<file path="config.mk">
export PLATFORM = sky130hd
export DESIGN_NAME = move_key_decoder
export DESIGN_NICKNAME = d
export VERILOG_FILES = /design/src/rtl/ps2_pkg.sv /design/src/rtl/move_key_decoder.sv
export SDC_FILE = /design/constraint.sdc
export NUM_CORES = 1
export LEC_CHECK = 0
export ABC_AREA = 1
export CAP_MARGIN = 20
export CORE_MARGIN = 2
export CORE_UTILIZATION = 35
export DETAILED_ROUTE_END_ITERATION = 7
export HOLD_SLACK_MARGIN = 0.02
export PLACE_DENSITY = 0.58
export SETUP_SLACK_MARGIN = 0.02
export SLEW_MARGIN = 20
export SYNTH_ARGS = -nofsm -noshare
export SYNTH_HDL_FRONTEND = slang
export SYNTH_SLANG_ARGS = --single-unit
</file>
<file path="constraint.sdc">
create_clock -name clk -period 3.3 [get_ports clk]
set_clock_uncertainty 0.2 [all_clocks]
set_input_delay 0.495 -clock clk [delete_from_list [all_inputs] [get_ports clk]]
set_output_delay 0.495 -clock clk [all_outputs]
set_load 0.01 [all_outputs]
</file>
<file path="src/rtl/ps2_pkg.sv">
// Shared PS/2 scan-code set 2 constants and decoder state type.
package ps2_pkg;

  localparam logic [7:0] PS2_EXT   = 8'hE0;
  localparam logic [7:0] PS2_BRK   = 8'hF0;
  localparam logic [7:0] PS2_PAUSE = 8'hE1;
  localparam logic [7:0] PS2_BAT   = 8'hAA;
  localparam logic [7:0] PS2_ACK   = 8'hFA;
  localparam logic [7:0] PS2_ECHO  = 8'hEE;
  localparam logic [7:0] PS2_ERR0  = 8'h00;
  localparam logic [7:0] PS2_ERR1  = 8'hFF;

  localparam logic [7:0] KEY_RIGHT = 8'h74;
  localparam logic [7:0] KEY_LEFT  = 8'h6B;
  localparam logic [7:0] KEY_ENTER = 8'h5A;

  // Bytes following E1 in the Pause sequence (E1 14 77 E1 F0 14 F0 77).
  localparam int unsigned PAUSE_SKIP_LEN = 7;

  typedef enum logic [2:0] {
    IDLE_ST,
    EXT_ST,
    BRK_ST,
    EXT_BRK_ST,
    SKIP_ST
  } dec_state_t;

endpackage

</file>
<file path="src/rtl/move_key_decoder.sv">
// PS/2 byte stream to held-key levels plus start pulse.
// Optional macro KEY_TIMEOUT_EN adds an idle timer that force-releases held keys.
module move_key_decoder
  import ps2_pkg::*;
#(
  parameter logic [7:0] R_CODE     = KEY_RIGHT,
  parameter bit         R_EXT      = 1'b1,
  parameter logic [7:0] L_CODE     = KEY_LEFT,
  parameter bit         L_EXT      = 1'b1,
  parameter logic [7:0] START_CODE = KEY_ENTER
`ifdef KEY_TIMEOUT_EN
  , parameter int unsigned TIMEOUT_CYCLES = 37_500_000
`endif
) (
  input  logic       clk,
  input  logic       reset,
  input  logic [7:0] din,
  input  logic       din_valid,
  output logic       move_r_key,
  output logic       move_l_key,
  output logic       start_key,
  output logic       decode_err
);

  dec_state_t state, state_nx;
  logic [2:0] skip_cnt, skip_nx;
  logic       start_held, held_nx;
  logic       r_nx, l_nx, start_nx, err_nx;
  logic       code_en, code_ext, code_brk;
  logic       timeout_hit;

`ifdef KEY_TIMEOUT_EN
  logic [25:0] idle_cnt;

  always_ff @(posedge clk or posedge reset) begin
    if (reset)                idle_cnt <= '0;
    else if (din_valid)       idle_cnt <= '0;
    else if (idle_cnt != '1)  idle_cnt <= idle_cnt + 26'd1;
  end

  assign timeout_hit = !din_valid && (idle_cnt == 26'(TIMEOUT_CYCLES - 1)) &&
                       (move_r_key || move_l_key || start_held);
`else
  assign timeout_hit = 1'b0;
`endif

  always_ff @(posedge clk or posedge reset) begin
    if (reset) begin
      state      <= IDLE_ST;
      skip_cnt   <= '0;
      start_held <= 1'b0;
      move_r_key <= 1'b0;
      move_l_key <= 1'b0;
      start_key  <= 1'b0;
      decode_err <= 1'b0;
    end else begin
      state      <= state_nx;
      skip_cnt   <= skip_nx;
      start_held <= held_nx;
      move_r_key <= r_nx;
      move_l_key <= l_nx;
      start_key  <= start_nx;
      decode_err <= err_nx;
    end
  end

  always_comb begin
    state_nx = state;
    skip_nx  = skip_cnt;
    held_nx  = start_held;
    r_nx     = move_r_key;
    l_nx     = move_l_key;
    start_nx = 1'b0;
    err_nx   = 1'b0;
    code_en  = 1'b0;
    code_ext = 1'b0;
    code_brk = 1'b0;

    if (din_valid) begin
      if (din == PS2_ERR0 || din == PS2_ERR1) begin
        state_nx = IDLE_ST;
        r_nx     = 1'b0;
        l_nx     = 1'b0;
        held_nx  = 1'b0;
        err_nx   = 1'b1;
      end else begin
        unique case (state)
          IDLE_ST: begin
            if (din == PS2_EXT)        state_nx = EXT_ST;
            else if (din == PS2_BRK)   state_nx = BRK_ST;
            else if (din == PS2_PAUSE) begin
              state_nx = SKIP_ST;
              skip_nx  = 3'(PAUSE_SKIP_LEN);
            end else if (din != PS2_BAT && din != PS2_ACK && din != PS2_ECHO)
              code_en = 1'b1;
          end
          EXT_ST: begin
            if (din == PS2_BRK)      state_nx = EXT_BRK_ST;
            else if (din != PS2_EXT) begin
              code_en  = 1'b1;
              code_ext = 1'b1;
              state_nx = IDLE_ST;
            end
          end
          BRK_ST: begin
            if (din == PS2_EXT) state_nx = EXT_BRK_ST;
            else begin
              code_en  = 1'b1;
              code_brk = 1'b1;
              state_nx = IDLE_ST;
            end
          end
          EXT_BRK_ST: begin
            code_en  = 1'b1;
            code_ext = 1'b1;
            code_brk = 1'b1;
            state_nx = IDLE_ST;
          end
          SKIP_ST: begin
            skip_nx = skip_cnt - 3'd1;
            if (skip_cnt == 3'd1) state_nx = IDLE_ST;
          end
          default: state_nx = IDLE_ST;
        endcase

        if (code_en) begin
          if (din == R_CODE && code_ext == R_EXT) r_nx = !code_brk;
          if (din == L_CODE && code_ext == L_EXT) l_nx = !code_brk;
          // Held flag suppresses typematic repeats so only the first make pulses.
          if (din == START_CODE && !code_ext) begin
            if (code_brk) held_nx = 1'b0;
            else if (!start_held) begin
              held_nx  = 1'b1;
              start_nx = 1'b1;
            end
          end
        end
      end
    end

    if (timeout_hit) begin
      state_nx = IDLE_ST;
      r_nx     = 1'b0;
      l_nx     = 1'b0;
      held_nx  = 1'b0;
    end
  end

endmodule

</file>
# --- Word-level counts from Yosys, hierarchy flattened ---
# Index checks and enable logic that the tools add are counted.
word_totals:
  output_inout_bits: 4
  inputBits: 11
  register_bits: 11
  wordCells: 98
op_classes:
  n_eq_ne: 22
  n_mux: 47
  addsub: 1
  n_reduce_logical: 20
  bitwise_logic: 1
op_table:
  columns: ["operator", "n"]
  rows:
  - ["== test 8 bit (second input constant)", 4]
  - ["!= test 8 bit (second input constant)", 4]
  - ["2-to-1 mux 1 bit", 31]
  - ["2-to-1 mux 3 bit", 10]
  - ["== test 8 x 7 -> 1 bit (second input constant)", 3]
  - ["case mux 3 bit (4 select lines)", 1]
  - ["nonzero test 2 bit", 5]
  - ["AND reduction 3 bit", 3]
  - ["logical NOT 8 bit", 1]
  - ["== test 3 x 1 -> 1 bit (second input constant)", 2]
  - ["== test 3 x 2 -> 1 bit (second input constant)", 2]
  - ["!= test 2 bit (second input constant)", 3]
  - ["case mux 3 bit (2 select lines)", 1]
  - ["AND reduction 6 bit", 1]
  - ["logical AND 1 bit", 5]
  - ["!= test 5 bit (second input constant)", 1]
  - ["!= test 4 bit (second input constant)", 1]
  - ["case mux 1 bit (2 select lines)", 2]
  - ["case mux 1 bit (4 select lines)", 1]
  - ["AND reduction 4 bit", 1]
  - ["== test 3 bit (second input constant)", 1]
  - ["logical NOT 3 bit", 1]
  - ["!= test 3 bit (second input constant)", 1]
  - ["subtractor 3 x 1 -> 3 bit (second input constant)", 1]
  - ["other kinds (4)", 5]

# --- Logic depth before layout (Yosys ltp) ---
# Gate-level depths: netlist (run 1).
logic_depth:
  depth_word: 13
  mapped_depth: 11
  mapped_depth_nobuf: 11

# --- Least setup slack after synthesis (run 1) ---
# OpenSTA, ideal clock, no wires.
synth_path:
  path_kind: "input port to flip-flop"
  startpoint: "in din[3]"
  endpoint: "reg start_held"
  arrival_ns: 1.308
  setup_ns: 0.117
  required_time_ns: 2.983
  slack_ns: 1.675
  path_buffers: 0
  path_stages: 10
  cell_sequence: "inv_1 nand2_2 nor2_8 nand2_2 nand3_2 nand3_1 nand2_1 nand3_1 nand2_1 nand2_1"
synth_via:
  elab_chain_cells: 12
  elab_cells_between_ends: 38
  classes_between: "9 x eq/ne; 20 x mux; 9 x reduce/logical"
synth_lines:
  columns: ["item", "line_no", "source"]
  rows:
  - ["from (decl)", "move_key_decoder.sv:17", "input logic [7:0] din,"]
  - ["!= test 8 bit", "move_key_decoder.sv:94", "end else if (din != PS2_BAT && din != PS2_ACK && din != PS2_ECHO)"]
  - ["logical AND 1 bit (2 in series)", "move_key_decoder.sv:94", null]
  - ["2-to-1 mux 1 bit", "move_key_decoder.sv:94", null]
  - ["2-to-1 mux 1 bit", "move_key_decoder.sv:91", "else if (din == PS2_PAUSE) begin"]
  - ["2-to-1 mux 1 bit", "move_key_decoder.sv:90", "else if (din == PS2_BRK) state_nx = BRK_ST;"]
  - ["2-to-1 mux 1 bit", "move_key_decoder.sv:89", "if (din == PS2_EXT) state_nx = EXT_ST;"]
  - ["case mux 1 bit (4 select lines)", "move_key_decoder.sv:87", "unique case (state)"]
  - ["2-to-1 mux 1 bit", "move_key_decoder.sv:80", "if (din == PS2_ERR0 || din == PS2_ERR1) begin"]
  - ["2-to-1 mux 1 bit", "move_key_decoder.sv:79", "if (din_valid) begin"]
  - ["nonzero test 2 bit (no line)", null, null]
  - ["AND reduction 3 bit (no line)", null, null]
  - ["to (signal assigned)", "move_key_decoder.sv:59", "start_held <= held_nx;"]
  - ["to (decl)", "move_key_decoder.sv:27", "logic start_held, held_nx;"]
# Parallel ways exist; a longest one is shown, timed or not. The select of a mux whose other input is x is not followed.
# A chain may end at the register's enable or synchronous reset.

# --- Worst setup path in the final report (run 1) ---
layout_path:
  startpoint: "in din[0]"
  endpoint: "reg start_held"
# Same word-level chain as after synthesis.

==> summary.md, run 1 <==
| Metric | Value |
|---|---|
| Max_cap viols | `0` |
| RSZ-0062 raised after global routing | `false` |
| Period utilisation layout | `between 60% and 70%` |
| Max IR drop VDD | `0.000321 V` |
| First-pass GRT wire length | `about 3.7 mm` |
| Pwr per Cell Area | `415 nW/um2` |
| Antenna violations before repair | `0` |
| Final Hold Viols | `0` |
| Initial Util | `between 30% and 40%` |
| Final HPWL from detailed placement | `1.74 mm` |
| Hold path depth | `2` |
| Fin Setup TNS | `0 ps` |
| Crit path DAT | `1950 ps` |
| Max Slew Vio Count | `0` |
| Crit-path cells | `clkdlybuf4s50_1, inv_2, nand2_4, nor2_8, nand2_2, nand3_2, nand3_1, nand2_1, nand3_1, nand2_1, nand2_1` |
| Ant. Diodes | `0` |
| Largest net degree at the start of global routing | `12` |
| Critical path data required time | `about 3300 ps` |
| Die area | `about 3200 um2` |
| Fillers | `around 280` |
| Slew @ Worst Pin | `around 420 ps` |
| Synthesized area | `between 900 and 1000 um2` |
| Upper clock frequency limit | `~0.5 GHz` |
| CTS tree | `built` |
| Clk sink count | `11` |
| Core area | `~2500 um2` |
| Cts bufs inserted | `3` |
| CTS resizes | `0` |
| WL per Instance | `roughly 10 um` |
| Leak pwr | `between 0.6 and 0.7 nW` |
| Share of the synthesized area in the top cell type | `approximately 29%` |
| H-tree lvl count | `1` |
| Mean number of vias per cell | `around 4.8` |
| Pre-CTS WS | `~1000 ps` |
| Power Total | `just under 500 uW` |
| Crit path max fanout | `6` |
| Ports | `15` |
| Most common cell after layout, fill and taps aside | `nand2_1` |
| Clk buf depth | `2` |
| Die H | `approximately 56 um` |
| Nets | `approximately 170` |
| Most frequent CP cell | `nand2_1` |
| Final ANT Viol Nets | `0` |
| DR DRC count | `0` |
| Worst-skew pair later-pin latency | `between 200 and 300 ps` |
| CP endpoint kind | `flip-flop` |
| DIE WIDTH | `between 50 and 60 um` |
| Num rows | `18` |
| Vias in the first global route | `approximately 910` |
| Mean Syn Cell Area | `just under 7 um2` |
| # port buffers | `14` |
| Slack of the critical path | `roughly 1300 ps` |
| Clock transition at the registers of the reported paths | `about 70 ps` |
| RePlAce Congestion | `between 0.8 and 0.9` |
| DR vias | `between 900 and 1,000` |
| Worst path max stage delay | `roughly 500 ps` |
| Cell variety after synth | `25` |
| Min Tclk post-route | `1990 ps` |
| Synth area leader | `dfrtp_1` |
| Setup crit start kind | `input pin` |
| Synth warnings | `0` |
| Root Buffer | `clkbuf_4` |
| Syn nets | `approximately 150` |
| Setup-failing EPs final | `0` |
| Most frequent cells in the layout | `nand2_1 (29), inv_1 (23), nor2_1 (17)` |
| Area grow syn2layout | `21.3%` |
| Top cells by area, synth | `dfrtp_1 (29%), nand2_1 (11%), inv_1 (9.0%), nor2_1 (6.7%), nand2_2 (5.2%)` |
| Worst hold-check path type | `flip-flop to flip-flop` |
| Slew HR | `about 72%` |
| Hold Buf Count CTS | `0` |
| Fin Hold WS | `between 200 and 300 ps` |
| #FFs+latches synth | `11` |
| Final wirelength | `around 2.0 mm` |
| Slowest CP cell | `clkdlybuf4s50_1` |
| Mapped Cells | `141` |
| Post-CTS setup buffer count | `0` |
| Worst Setup Path Type | `input pin to flip-flop` |
| Iter 0 DRT Violations | `28` |
| Total global-route track usage | `approximately 15%` |
| Seq/Total Area, Yosys | `about 29%` |
| Overflow after GRT | `0` |
| Run status | `finished clean` |
| Share of layout cells above drive strength 1 | `about a fifth` |
| Drt pass-1 iters | `4` |
| Reg2Reg Depth | `10` |
## path summary, 6_finish.rpt
check / from / to / slack, ps
setup / recovery: din[0] / start_held$_DFFE_PP0P_ / 1310
hold / removal: move_r_key$_DFFE_PP0P_ / move_r_key$_DFFE_PP0P_ / 290
setup reg to reg: state[1]$_DFFE_PP0P_ / start_held$_DFFE_PP0P_ / 1640
hold reg to reg: move_r_key$_DFFE_PP0P_ / move_r_key$_DFFE_PP0P_ / 290
max in group asynchronous: reset / decode_err$_DFF_PP0_ / 2290
min in group asynchronous: reset / skip_cnt[0]$_DFFE_PP0P_ / 320
## kinds of logic after synthesis
group | share of synthesized area (%)
AND/OR/NAND/NOR | 47.3
buffers and inverters | 11.7
AO/OA/AOI/OAI | 8.75
flip-flops | 28.7
adder cells (fa/ha/maj) | 2.61
XOR/XNOR | 0.914
## per-layer routing
layer | wire length [um] | track usage [%] | vias up
met5 | 0 | 0 | -
met4 | 27 | 5.44 | 0
met3 | 66 | 4.38 | 4
met2 | 942 | 24.4 | 15
met1 | 937 | 18.0 | 405
li1 | - | - | 479
## power breakdown
group	leakage (nW)	switching (mW)	internal, mW
registers	0.141	0.0279	0.165
clock network	0.0150	0.0430	0.0467
logic	0.467	0.115	0.0842
total	0.623	0.186	0.296
## synth_stat cells, drive strengths merged
master,instances
nand2,40
inv,30
nor2,22
nand3,13
dfrtp,11
o21ai,8
nand4,4
nor3,4
a21oi,3
ha,2
a211oi,1
a31oi,1
o22ai,1
xor2,1
## state kept, by name (all words and copies together), names as in the netlist
signal / cells
skip_cnt: 3
decode_err: 1
start_key: 1
move_l_key: 1
state: 3
start_held: 1
move_r_key: 1
## through the flow
stage | cells | cell area, um2 | util (%)
after floorplan | 141 | 958 | -
after global placement | 185 | 1140 | 44.6
after detailed placement | 185 | 1140 | 44.6
after CTS | 189 | 1160 | 45.7
after global routing | 189 | 1160 | 45.7
final | 189 | 1160 | 45.7
## critical path: cells and delay by family
| kind | cells | cell delay (ps) |
|---|---|---|
| simple gates | 9 | 840 |
| buf+inv | 2 | 620 |
## layout make-up
cell class              instances  area, um2  share of cell area (%)
repair buffers                 14        140                    12.1
well taps                      30       37.5                    3.23
inverters                      30        113                    9.69
multi-input cells             100        571                    49.1
flip-flops and latches         11        275                    23.7
clock buffers                   4       26.3                    2.26
Note: power is estimated with default switching activity, not from simulation.
==> run 2: changes to the inputs <==
Clock period 3.3 ns to 2 ns, I/O delays scaled along.
==> run 2 against run 1 <==
  * Die area is the same
  * Combinational power grew 76%
  * Worst setup slack lost 1100 ps
  * Non-clock buffer count grew 9
  * Cell count grew 4.8%
  * Count of clock-buffer cells in the layout is the same
  * Sequential share of layout area shrank 1.3 points
==> summary.md, run 2 (synthesized netlist as in run 1, its figures left out) <==
| Metric | Value |
|---|---|
| Run status | `finished clean (unchanged)` |
| Drt pass-1 iters | `4 (unchanged)` |
| Total global-route track usage | `14.5% (was 14.7%)` |
| First-pass GRT wire length | `3.74 mm (was 3.75 mm)` |
| Vias in the first global route | `908 (was 906)` |
| Fillers | `258 (was 281)` |
| Iter 0 DRT Violations | `19 (was 28)` |
| Num rows | `18 (unchanged)` |
| DR vias | `912 (was 903)` |
| Most common cell after layout, fill and taps aside | `nand2_1 (unchanged)` |
| Ports | `15 (unchanged)` |
| Worst-skew pair later-pin latency | `260 ps (about the same)` |
| Largest net degree at the start of global routing | `12 (unchanged)` |
| Mean number of vias per cell | `4.61 (was 4.78)` |
| CP endpoint kind | `flip-flop (unchanged)` |
| Max Slew Vio Count | `0 (unchanged)` |
| Min Tclk post-route | `about 1800 ps` |
| # port buffers | `14 (unchanged)` |
| Cts bufs inserted | `3 (unchanged)` |
| Worst hold-check path type | `input pin to asynchronous set/reset pin (was flip-flop to flip-flop)` |
| Post-CTS setup buffer count | `0 (unchanged)` |
| Setup crit start kind | `input pin (unchanged)` |
| Antenna violations before repair | `0 (unchanged)` |
| Slew @ Worst Pin | `425 ps (was 416 ps)` |
| Share of layout cells above drive strength 1 | `25.0% (was 20.8%)` |
| Clk buf depth | `2 (unchanged)` |
| Overflow after GRT | `0 (unchanged)` |
| Pwr per Cell Area | `662 nW/um2 (was 415 nW/um2)` |
| Nets | `182 (was 173)` |
| Die area | `3170 um2 (unchanged)` |
| Hold Buf Count CTS | `0 (unchanged)` |
| Final wirelength | `2.02 mm (was 1.97 mm)` |
| Crit path max fanout | `6 (unchanged)` |
| Die H | `56.3 um (unchanged)` |
| Initial Util | `37.7% (unchanged)` |
| DIE WIDTH | `56.3 um (unchanged)` |
| Max IR drop VDD | `0.000662 V (was 0.000321 V)` |
| Upper clock frequency limit | `roughly 0.56 GHz` |
| Power Total | `814 uW (was 482 uW)` |
| Largest registers | `skip_cnt x3, state x3 (unchanged)` |
| Clk sink count | `11 (unchanged)` |
| Most frequent cells in the layout | `nand2_1 (29), inv_1 (23), nor2_1 (17) (unchanged)` |
| Cell area after layout | `1230 um2 (was 1160 um2)` |
| Core area | `2540 um2 (unchanged)` |
| Leak pwr | `0.665 nW (was 0.623 nW)` |
| Final Hold Viols | `0 (unchanged)` |
| Setup-failing EPs final | `0 (unchanged)` |
| H-tree lvl count | `1 (unchanged)` |
| Ant. Diodes | `0 (unchanged)` |
| RSZ-0062 raised after global routing | `false (unchanged)` |
| CTS resizes | `0 (unchanged)` |
| CTS tree | `built (unchanged)` |
| Crit path DAT | `1740 ps (was 1950 ps)` |
| Area grow syn2layout | `28.3% (was 21.3%)` |
| Slew HR | `71.6% (was 72.2%)` |
| Critical path data required time | `1950 ps (was 3260 ps)` |
| Root Buffer | `clkbuf_4 (unchanged)` |
| Final HPWL from detailed placement | `1.76 mm (was 1.74 mm)` |
| Multi-input combinational cell area | `571 um2 (unchanged)` |
| DR DRC count | `0 (unchanged)` |
| Register Area | `275 um2 (unchanged)` |
| Period utilisation layout | `between 80% and 90%` |
| Max_cap viols | `0 (unchanged)` |
| Clock transition at the registers of the reported paths | `70 ps (about the same)` |
| WL per Instance | `10.2 um (was 10.4 um)` |
| Final ANT Viol Nets | `0 (unchanged)` |
| Worst Setup Path Type | `input pin to flip-flop (unchanged)` |
| RePlAce Congestion | `0.840 (was 0.836)` |
| Placement Cell Area | `1200 um2 (was 1140 um2)` |
==> run 2: changes by cell type in the layout (fill, tap and decap cells not counted), sizes merged <==
| cell | delta |
|---|---|
| buf | +9 |
==> run 2: final timing paths <==
path                                           end  cells past startpoint              startpoint  slack (ps)
hold / removal             skip_cnt[0]$_DFFE_PP0P_                      2                   reset         130
hold reg to reg             move_r_key$_DFFE_PP0P_                      2  move_r_key$_DFFE_PP0P_         290
setup / recovery            start_held$_DFFE_PP0P_                     11                  din[0]         210
min in group clk            move_r_key$_DFFE_PP0P_                      2  move_r_key$_DFFE_PP0P_         290
max in group asynchronous  skip_cnt[2]$_DFFE_PP0P_                      2                   reset        1170
setup reg to reg            start_held$_DFFE_PP0P_                     10    state[0]$_DFFE_PP0P_         310
==> run 2: final cells by class <==
type                    instances  share of cell area [%]
repair buffers                 23                    16.9
well taps                      30                    3.05
multi-input cells             100                    46.4
flip-flops and latches         11                    22.4
clock buffers                   4                    2.14
inverters                      30                    9.16
==> run 2: metrics by stage <==
stage | cells | setup TNS (ps) | hold slack [ps] | utilization (%) | setup WS [ps]
6_report | 198 | 0 | 135 | 48.3 | 209
5_1_grt | 198 | 0 | 158 | 48.3 | 72.9
4_1_cts | 198 | 0 | 139 | 48.3 | 227
3_5_place_dp | 194 | -61.1 | 283 | 47.3 | -49.3
3_3_place_gp | 194 | -35.4 | 276 | 47.3 | -15.2
2_1_floorplan | 141 | 0 | -47.6 | - | 503
==> run 2: where the power goes <==
part	switching, mW	internal, mW
registers	0.0449	0.272
logic	0.196	0.154
clock network	0.0693	0.0770
==> run 2: worst max-delay path: stages <==
cell and delay, ps:
clkdlybuf4s50_1 470, inv_2 100, nand2_4 60, nor2_8 160, nand2_2 100, nand3_2 100
nand3_1 120, nand2_1 110, nand3_1 90, nand2_1 70, nand2_1 50
==> run 2: metal layers <==
| metal | vias up | share of wire [%] | track usage [%] |
|---|---|---|---|
| met5 | - | 0 | 0 |
| met4 | 0 | 0 | 2.04 |
| met3 | 0 | 3.5 | 4.15 |
| met2 | 13 | 46 | 24.2 |
| met1 | 403 | 50 | 19.1 |
| li1 | 496 | - | - |
==> run 3: changes to the inputs <==
Settings changed: CORE_UTILIZATION 35 to 52, PLACE_DENSITY 0.58 to 0.8.
==> run 3 against run 2 <==
  * Sequential power is essentially flat
  * Count of clock-buffer cells in the layout is the same
  * Final area shrank 4.2%
  * Sequential cell count is the same
  * Critical endpoint unchanged
==> summary.md, run 3 (synthesized netlist as in run 1, its figures left out) <==
| Metric | Value |
|---|---|
| Run status | `finished clean (unchanged)` |
| Multi-input combinational cell area | `571 um2 (unchanged)` |
| Clock transition at the registers of the reported paths | `70 ps (about the same)` |
| RSZ-0062 raised after global routing | `false (unchanged)` |
| Hold Buf Count CTS | `0 (unchanged)` |
| H-tree lvl count | `1 (unchanged)` |
| DIE WIDTH | `46.9 um (was 56.3 um)` |
| Cell area after layout | `1180 um2 (was 1230 um2)` |
| Root Buffer | `clkbuf_4 (unchanged)` |
| Antenna violations before repair | `0 (unchanged)` |
| Largest registers | `skip_cnt x3, state x3 (unchanged)` |
| # port buffers | `14 (unchanged)` |
| Period utilisation layout | `87.3% (was 89.5%)` |
| Register Area | `275 um2 (unchanged)` |
| Overflow after GRT | `0 (unchanged)` |
| CTS tree | `built (unchanged)` |
| Reg2Reg Setup Slack | `330 ps (was 310 ps)` |
| Crit path DAT | `1720 ps (was 1740 ps)` |
| Most frequent cells in the layout | `nand2_1 (29), inv_1 (23), nor2_1 (17) (unchanged)` |
| Die H | `46.9 um (was 56.3 um)` |
| Leak pwr | `0.638 nW (was 0.665 nW)` |
| Sw power | `317 uW (was 310 uW)` |
| Share of layout cells above drive strength 1 | `22.2% (was 25.0%)` |
| Reg2reg end | `move_r_key$_DFFE_PP0P_ (was start_held$_DFFE_PP0P_)` |
| Initial Util | `55.5% (was 37.7%)` |
| Crit path max fanout | `6 (unchanged)` |
| DR vias | `951 (was 912)` |
| Slack of the critical path | `253 ps (was 209 ps)` |
| Post-CTS setup buffer count | `0 (unchanged)` |
| Core area | `1730 um2 (was 2540 um2)` |
| Area grow syn2layout | `23.0% (was 28.3%)` |
| Cts bufs inserted | `3 (unchanged)` |
| Worst Setup Path Type | `input pin to flip-flop (unchanged)` |
| Fin Hold WS | `114 ps (was 135 ps)` |
| Num rows | `15 (was 18)` |
| Placement Cell Area | `1150 um2 (was 1200 um2)` |
| Worst-skew pair later-pin latency | `270 ps (was 260 ps)` |
| Total global-route track usage | `20.8% (was 14.5%)` |
| Ports | `15 (unchanged)` |
| Iter 0 DRT Violations | `16 (was 19)` |
| Slew HR | `71.6% (about the same)` |
| Largest net degree at the start of global routing | `12 (unchanged)` |
| Switching part of the total power | `39.1% (was 38.1%)` |
| Min Tclk post-route | `1750 ps (was 1790 ps)` |
| Slew @ Worst Pin | `426 ps (was 425 ps)` |
| CP endpoint kind | `flip-flop (unchanged)` |
| Clk sink count | `11 (unchanged)` |
| Pwr per Cell Area | `688 nW/um2 (was 662 nW/um2)` |
| Drt pass-1 iters | `4 (unchanged)` |
| Reg2Reg Depth | `8 (was 10)` |
| First-pass GRT wire length | `3.22 mm (was 3.74 mm)` |
| Final std cells w/o fill | `187 (was 198)` |
| Sequential fraction of design power | `39.2% (was 39.0%)` |
| CTS resizes | `0 (unchanged)` |
| Vias in the first global route | `844 (was 908)` |
| Die area | `2200 um2 (was 3170 um2)` |
| Mean number of vias per cell | `5.09 (was 4.61)` |
| Clk buf depth | `2 (unchanged)` |
| Max Slew Vio Count | `0 (unchanged)` |
| Max IR drop VDD | `0.000371 V (was 0.000662 V)` |
| Final HPWL from detailed placement | `1.69 mm (was 1.76 mm)` |
| Max_cap viols | `0 (unchanged)` |
| Ant. Diodes | `0 (unchanged)` |
| DR DRC count | `0 (unchanged)` |
| Upper clock frequency limit | `0.573 GHz (was 0.558 GHz)` |
| Worst r2r src | `state[2]$_DFFE_PP0P_ (was state[0]$_DFFE_PP0P_)` |
| Internal Power | `494 uW (was 503 uW)` |
| RePlAce Congestion | `0.837 (was 0.840)` |
| WL per Instance | `10.7 um (was 10.2 um)` |
| Critical path data required time | `1970 ps (was 1950 ps)` |
| Fillers | `175 (was 258)` |
| Fin Setup TNS | `0 ps (unchanged)` |
| Combinational Power Share | `41.4% (was 43.0%)` |
| Final ANT Viol Nets | `0 (unchanged)` |
| Final wirelength | `2.00 mm (was 2.02 mm)` |
| Clk network pwr share | `19.4% (was 18.0%)` |
| Most common cell after layout, fill and taps aside | `nand2_1 (unchanged)` |
| Nets | `176 (was 182)` |
| Setup crit start kind | `input pin (unchanged)` |
| Pre-CTS WS | `-39.3 ps (was -49.3 ps)` |
| Setup-failing EPs final | `0 (unchanged)` |
| Dpl cells | `183 (was 194)` |
| Worst hold-check path type | `input pin to asynchronous set/reset pin (unchanged)` |
| Final Hold Viols | `0 (unchanged)` |
-- run 3: changes by cell type in the layout (fill, tap and decap cells not counted), sizes merged --
cell  before  now
buf        9    3
-- run 3: per-stage QoR --
| step | power, mW | utilization, % |
|---|---|---|
| floorplan | 0.563 | - |
| global placement | 0.645 | 66.7 |
| detailed placement | 0.660 | 66.7 |
| CTS | 0.818 | 68.3 |
| global route | 0.879 | 68.3 |
| finish | 0.811 | 68.3 |
-- run 3: worst max path at each step --
stage,startpoint,endpoint,slack (ps),cells past startpoint
2_1_floorplan,state[0]$_DFFE_PP0P_,start_held$_DFFE_PP0P_,500,10
3_3_place_gp,din[4],start_held$_DFFE_PP0P_,20,10
3_5_place_dp,din[0],move_l_key$_DFFE_PP0P_,-40,11
4_1_cts,din[0],move_r_key$_DFFE_PP0P_,260,11
5_1_grt,din[5],state[0]$_DFFE_PP0P_,110,10
6_report,din[0],start_held$_DFFE_PP0P_,250,11
-- run 3: cell type report --
class | instances | area share [%]
clock buffer | 4 | 2.23
inverter | 30 | 9.55
multi-input combinational | 100 | 48.4
sequential | 11 | 23.4
tap | 25 | 2.65
timing repair buffer | 17 | 13.8
-- run 3: worst max-delay path, cell delays in order --
cell and delay (ps):
clkdlybuf4s50_1 490, inv_2 120, nand2_4 60, nor2_8 160
nand4_2 100, nand2_2 140, inv_2 70, nand2_1 100
inv_1 50, nand4_1 70, nand2_1 50
-- run 3: routing by layer --
| metal | track usage [%] | wire (um) |
|---|---|---|
| met1 | 24.1 | 853 |
| met2 | 35.9 | 1000 |
| met3 | 5.77 | 86 |
| met4 | 8.33 | 50 |
| met5 | 0 | 0 |
-- run 3: power by group through the flow --
stage / Combinational, mW / Clock, mW / Sequential [mW]
after CTS: 0.340 / 0.161 / 0.317
after floorplan: 0.247 / 0 / 0.316
final: 0.336 / 0.157 / 0.318
after detailed placement: 0.338 / 0 / 0.322
after global placement: 0.326 / 0 / 0.319
after global routing: 0.381 / 0.173 / 0.325
